--- config.mk ---
export PLATFORM = sky130hd
export DESIGN_NAME = pipeline_hazard_ctrl
export DESIGN_NICKNAME = d
export VERILOG_FILES = /design/src/rtl/pipeline_hazard_ctrl.sv
export SDC_FILE = /design/constraint.sdc
export NUM_CORES = 1
export LEC_CHECK = 0
export ABC_AREA = 1
export BUFFER_PORTS_ARGS = -buffer_cell sky130_fd_sc_hd__buf_2
export CORE_ASPECT_RATIO = 0.75
export CORE_UTILIZATION = 40
export CTS_CLUSTER_SIZE = 28
export DETAILED_ROUTE_END_ITERATION = 10
export GPL_TIMING_DRIVEN = 0
export PLACE_DENSITY = 0.64
export SETUP_SLACK_MARGIN = 0.3
export SYNTH_ARGS = -nofsm -noshare
export SYNTH_HDL_FRONTEND = slang
export SYNTH_SLANG_ARGS = --single-unit
export TNS_END_PERCENT = 1
--- constraint.sdc ---
create_clock -name clk -period 1.5 [get_ports clk]
set_input_delay 0.3 -clock clk [delete_from_list [all_inputs] [get_ports clk]]
set_output_delay 0.3 -clock clk [all_outputs]
set_load 0.005 [all_outputs]
--- src/rtl/pipeline_hazard_ctrl.sv ---
// Pipeline hazard controller: arbitrates memory stalls, taken-branch flushes and
// load-use bubbles into hold/flush/bubble strobes, and counts stall and flush cycles.

module phc_sat_cnt #(
  parameter int W = 16
) (
  input  logic         clk,
  input  logic         rst_n,
  input  logic         i_clr,
  input  logic         i_inc,
  output logic [W-1:0] o_cnt
);
  logic [W-1:0] r_cnt;

  always_ff @(posedge clk or negedge rst_n) begin
    if (!rst_n)
      r_cnt <= '0;
    else if (i_clr)
      r_cnt <= '0;
    else if (i_inc && (r_cnt != {W{1'b1}}))
      r_cnt <= r_cnt + 1'b1;
  end

  assign o_cnt = r_cnt;
endmodule

module pipeline_hazard_ctrl #(
  parameter int CNT_W = 16
) (
  input  logic             clk,
  input  logic             rst_n,
  input  logic             de_memRead,
  input  logic             de_regWrite,
  input  logic [2:0]       de_writeAdd,
  input  logic [2:0]       fd_src1,
  input  logic [2:0]       fd_src2,
  input  logic             fd_useSrc1,
  input  logic             fd_useSrc2,
  input  logic             ex_branchTaken,
  input  logic             mem_stallReq,
  input  logic             cnt_clr,
  output logic             pc_hold,
  output logic             fd_hold,
  output logic             de_hold,
  output logic             em_hold,
  output logic             de_bubble,
  output logic             fd_flush,
  output logic             de_flush,
  output logic [CNT_W-1:0] stall_cnt,
  output logic [CNT_W-1:0] flush_cnt
);
  localparam int NUM_CNT = 2;

  typedef enum logic [1:0] {S_RUN, S_LU, S_FLUSH, S_MWAIT} state_t;

  state_t r_state, w_state_nxt;
  logic   r_pend, w_pend_nxt;

  logic w_lu_hit;
  logic w_use_run, w_lu_en;
  logic w_act_hold, w_act_brflush, w_act_fdflush, w_act_bubble;

  assign w_lu_hit = de_memRead & de_regWrite &
                    ((fd_useSrc1 & (fd_src1 == de_writeAdd)) |
                     (fd_useSrc2 & (fd_src2 == de_writeAdd)));

  // Each state either applies the common RUN priority chain (optionally without
  // load-use detection) or issues the single trailing F/D flush of a branch.
  always_comb begin
    w_use_run     = 1'b0;
    w_lu_en       = 1'b0;
    w_act_hold    = 1'b0;
    w_act_brflush = 1'b0;
    w_act_fdflush = 1'b0;
    w_act_bubble  = 1'b0;
    w_state_nxt   = S_RUN;
    w_pend_nxt    = r_pend;

    case (r_state)
      S_RUN: begin
        w_use_run = 1'b1;
        w_lu_en   = 1'b1;
      end
      S_LU: begin
        w_use_run = 1'b1;
      end
      S_FLUSH: begin
        if (mem_stallReq) begin
          w_act_hold  = 1'b1;
          w_pend_nxt  = 1'b1;
          w_state_nxt = S_MWAIT;
        end else begin
          w_act_fdflush = 1'b1;
        end
      end
      S_MWAIT: begin
        if (!mem_stallReq && r_pend) begin
          w_act_fdflush = 1'b1;
          w_pend_nxt    = 1'b0;
        end else begin
          w_use_run = 1'b1;
          w_lu_en   = 1'b1;
        end
      end
      default: begin
        w_state_nxt = S_RUN;
      end
    endcase

    if (w_use_run) begin
      if (mem_stallReq) begin
        w_act_hold  = 1'b1;
        w_state_nxt = S_MWAIT;
      end else if (ex_branchTaken) begin
        w_act_brflush = 1'b1;
        w_state_nxt   = S_FLUSH;
      end else if (w_lu_en && w_lu_hit) begin
        w_act_bubble = 1'b1;
        w_state_nxt  = S_LU;
      end
    end
  end

  always_ff @(posedge clk or negedge rst_n) begin
    if (!rst_n) begin
      r_state <= S_RUN;
      r_pend  <= 1'b0;
    end else begin
      r_state <= w_state_nxt;
      r_pend  <= w_pend_nxt;
    end
  end

  // Strobes are gated by rst_n so nothing leaks out while reset is low.
  assign pc_hold   = rst_n & (w_act_hold | w_act_bubble);
  assign fd_hold   = rst_n & (w_act_hold | w_act_bubble);
  assign de_hold   = rst_n & w_act_hold;
  assign em_hold   = rst_n & w_act_hold;
  assign de_bubble = rst_n & w_act_bubble;
  assign fd_flush  = rst_n & (w_act_brflush | w_act_fdflush);
  assign de_flush  = rst_n & w_act_brflush;

  logic [NUM_CNT-1:0]            w_cnt_inc;
  logic [NUM_CNT-1:0][CNT_W-1:0] w_cnt;

  assign w_cnt_inc = {de_flush, pc_hold};

  genvar g;
  generate
    for (g = 0; g < NUM_CNT; g++) begin : g_cnt
      phc_sat_cnt #(.W(CNT_W)) u_cnt (
        .clk   (clk),
        .rst_n (rst_n),
        .i_clr (cnt_clr),
        .i_inc (w_cnt_inc[g]),
        .o_cnt (w_cnt[g])
      );
    end
  endgenerate

  assign stall_cnt = w_cnt[0];
  assign flush_cnt = w_cnt[1];
endmodule

==> run summary <==
non-filler cells, final = 504
final core utilization = 51.8%
setup ws final = -556 ps
Crit Path Max Fanout = 3
CP startpoint kind = flip-flop
share of the synthesized area in the top cell type = 35.1%
worst clock skew = 5.75 ps
Netlist cell types = 34
Initial DRC Count = 157
Final ANT Viol Nets = 0
RePlAce Congestion = 0.870
vias per cell = 4.87
Mapped Cells = 360
DP HPWL = 4.51 mm
Post-synth EDFFs = 0
Routed WL per cell = 12.1 um
Row Count = 24
top cells by area, synth = dfrtp_1 (35%), nand2_1 (18%), nor2_1 (8.0%), nand3_1 (7.0%), xor2_1 (6.7%)
P_leak = 1.53 nW
initial antenna violation count = 0
share of cells above drive strength 1 = 26.5%
# setup viols final = 39
starting density of the core = 42.2%
width of the chip = 93.3 um
post-synthesis mux area share = 0%
failing checks = hold timing, setup timing
Die Ht = 70.4 um
Worst-Margin Slew = 506 ps
crit path from = r_state[1]$_DFF_PN0_
cell taking the most area after synthesis = dfrtp_1
total gr overflow = 0
die area = 6570 um2
Critical Path RT = 1200 ps
post-route minimum period = 2060 ps
first drt pass iteration count = 4
largest family of logic cells by synthesized area = simple AND/OR/NAND/NOR gates
count leader, synth = nand2_1
# port buffers = 55
CTS buffer count = 5
f_max = 486 MHz
DP Cell Count = 493
core region area = 5920 um2
Adder-Cell Fraction of Synth Area = 3.00%
syn_area_per_cell = 6.94 um2
asr flop ratio synth = 100%
Final Hold Fails = 35
synth cell count leaders = nand2_1 (119), nor2_1 (53), dfrtp_1 (35), nand3_1 (35), inv_1 (30)
TritonCTS clock tree = built
WP data arrival = 1760 ps
CTS max path bufs = 2
synthesis-to-layout area growth = 22.7%
first-pass GRT wire length = 10.2 mm
Nets = 449
final period utilization = 137%
max_cap viols = 0
Hold Crit Class = input port to async pin
Worst slew margin = 66.3%
vias in the first global route = 2132
PD cells = 907 nW/um2
Ports = 57
XOR/XNOR Fraction of Synth Area = 7.71%
RSZ-0062 raised after global routing = yes
crit end category = output port
outcome = finished, violations left
synth warn = 0
sequential area share after synthesis = 35.1%
residual DRC count = 0
Sink Count = 35
clock root buffer = clkbuf_8
Pwr Total = 2.78 mW
critical path class = flip-flop to output port
Global Route Usage Sum = 19.6%
via count = 2454
Reg-to-Reg Start = r_state[0]$_DFF_PN0_
Pins Over Slew Limit = 0
simple-gate area share of the yosys netlist = 44.2%
Yosys reg bits = 35
ant diodes = 0
H-tree Lvls = 2
hold slack = -32.4 ps
Routed WL = 6.12 mm
Clock transition at path regs = 70 ps
Max VDD drop = 0.589 mV
ys flop type = dfrtp_1
total nets after synthesis = 384
Post-Synthesis Cell Area = 2500 um2
Compound-Gate Fraction of Synth Area = 1.90%
largest net degree at the start of global routing = 38
clk_lat worst skew = 290 ps
[worst max-delay path, stage by stage, from the launching register on]
cell     delay, ps
dfrtp_1        410
inv_2           90
ha_4           210
nor2_2          90
nand3_1         80
a21oi_1        120
nand2_1         90
nand2_2         70
inv_2           50
nor2_4          80
buf_6          100
buf_6           80
[cell families (layout without fill, tap and decap cells)]
family | count (synthesis) | in the layout
and+or+nand+nor | 245 | 245
AOI/OAI and AO/OA | 9 | 9
buffers and inverters | 43 | 109
DFF | 35 | 35
adders and majority gates | 6 | 6
xor gates and xnor gates | 22 | 22
[timing repair]
| item | CTS | global route |
|---|---|---|
| pin swaps | 7 | 1 |
| endpoints found under the hold margin | 27 | 0 |
| resized for setup | 15 | 12 |
| setup endpoints to repair | 49 | 65 |
| buffers inserted | 3 | 0 |
[layout by cell type (no fill, tap or decap), types with 5 or more instances in the layout]
master    instances
nand2_1         118
buf_2            55
nor2_1           48
nand3_1          35
inv_1            25
dfrtp_1          25
xor2_1           19
dfrtp_2          10
nor3_1            8
inv_2             7
nand4_1           7
nand3b_1          7
buf_4             6
clkbuf_8          6
nor2_4            5
[flip-flops by register name, indices dropped and copies added (netlist names)]
| register | cells |
|---|---|
| r_pend | 1 |
| r_state | 2 |
| g_cnt.u_cnt.o_cnt | 32 |
[report_power, final]
group          total [mW]  internal (mW)  switching, mW
clock network       0.728          0.371          0.357
registers            1.09           1.01         0.0838
logic               0.956          0.401          0.555
total                2.78           1.78          0.996
[area by class of cell]
| type | count | area, um2 |
|---|---|---|
| clock inverter | 1 | 5.00 |
| inverter | 32 | 120 |
| timing repair buffer | 58 | 307 |
| fill | 604 | 2850 |
| sequential | 35 | 888 |
| clock buffer | 7 | 86.3 |
| multi-input combinational | 282 | 1470 |
| buffer | 11 | 88.8 |
| tap | 78 | 97.6 |
[layer usage]
| layer | GRT usage [%] | share of wire, % | vias to the layer above |
|---|---|---|---|
| met1 | 31.1 | 52 | 1110 |
| li1 | - | - | 1263 |
| met5 | 0 | 0 | - |
| met2 | 27.0 | 42 | 74 |
| met4 | 4.96 | 1.1 | 0 |
| met3 | 3.38 | 5.4 | 7 |
[path summary, 6_finish.rpt]
check	cells past startpoint	to	slack, ps
setup / recovery	11	pc_hold	-560
hold / removal	1	g_cnt[1].u_cnt.o_cnt[8]$_DFFE_PN0P_	-30
setup reg to reg	11	g_cnt[1].u_cnt.o_cnt[7]$_DFFE_PN0P_	-370
hold reg to reg	2	r_pend$_DFFE_PN0P_	520
max in group asynchronous	1	g_cnt[0].u_cnt.o_cnt[0]$_DFFE_PN0P_	1170
min in group clk	3	r_state[1]$_DFF_PN0_	320
[through the flow]
| step | cell area, um2 | hold slack, ps | setup slack (ps) | setup TNS, ps |
|---|---|---|---|---|
| 3_5_place_dp | 2890 | 470 | -693 | -20610 |
| 6_report | 3070 | -32.4 | -556 | -13160 |
| 4_1_cts | 3050 | -15.5 | -566 | -13710 |
| 2_1_floorplan | 2510 | 4.41 | -168 | -3530 |
| 3_3_place_gp | 2890 | 457 | -668 | -19380 |
| 5_1_grt | 3070 | 9.15 | -692 | -19260 |
Note: power is estimated with default switching activity, not from simulation.
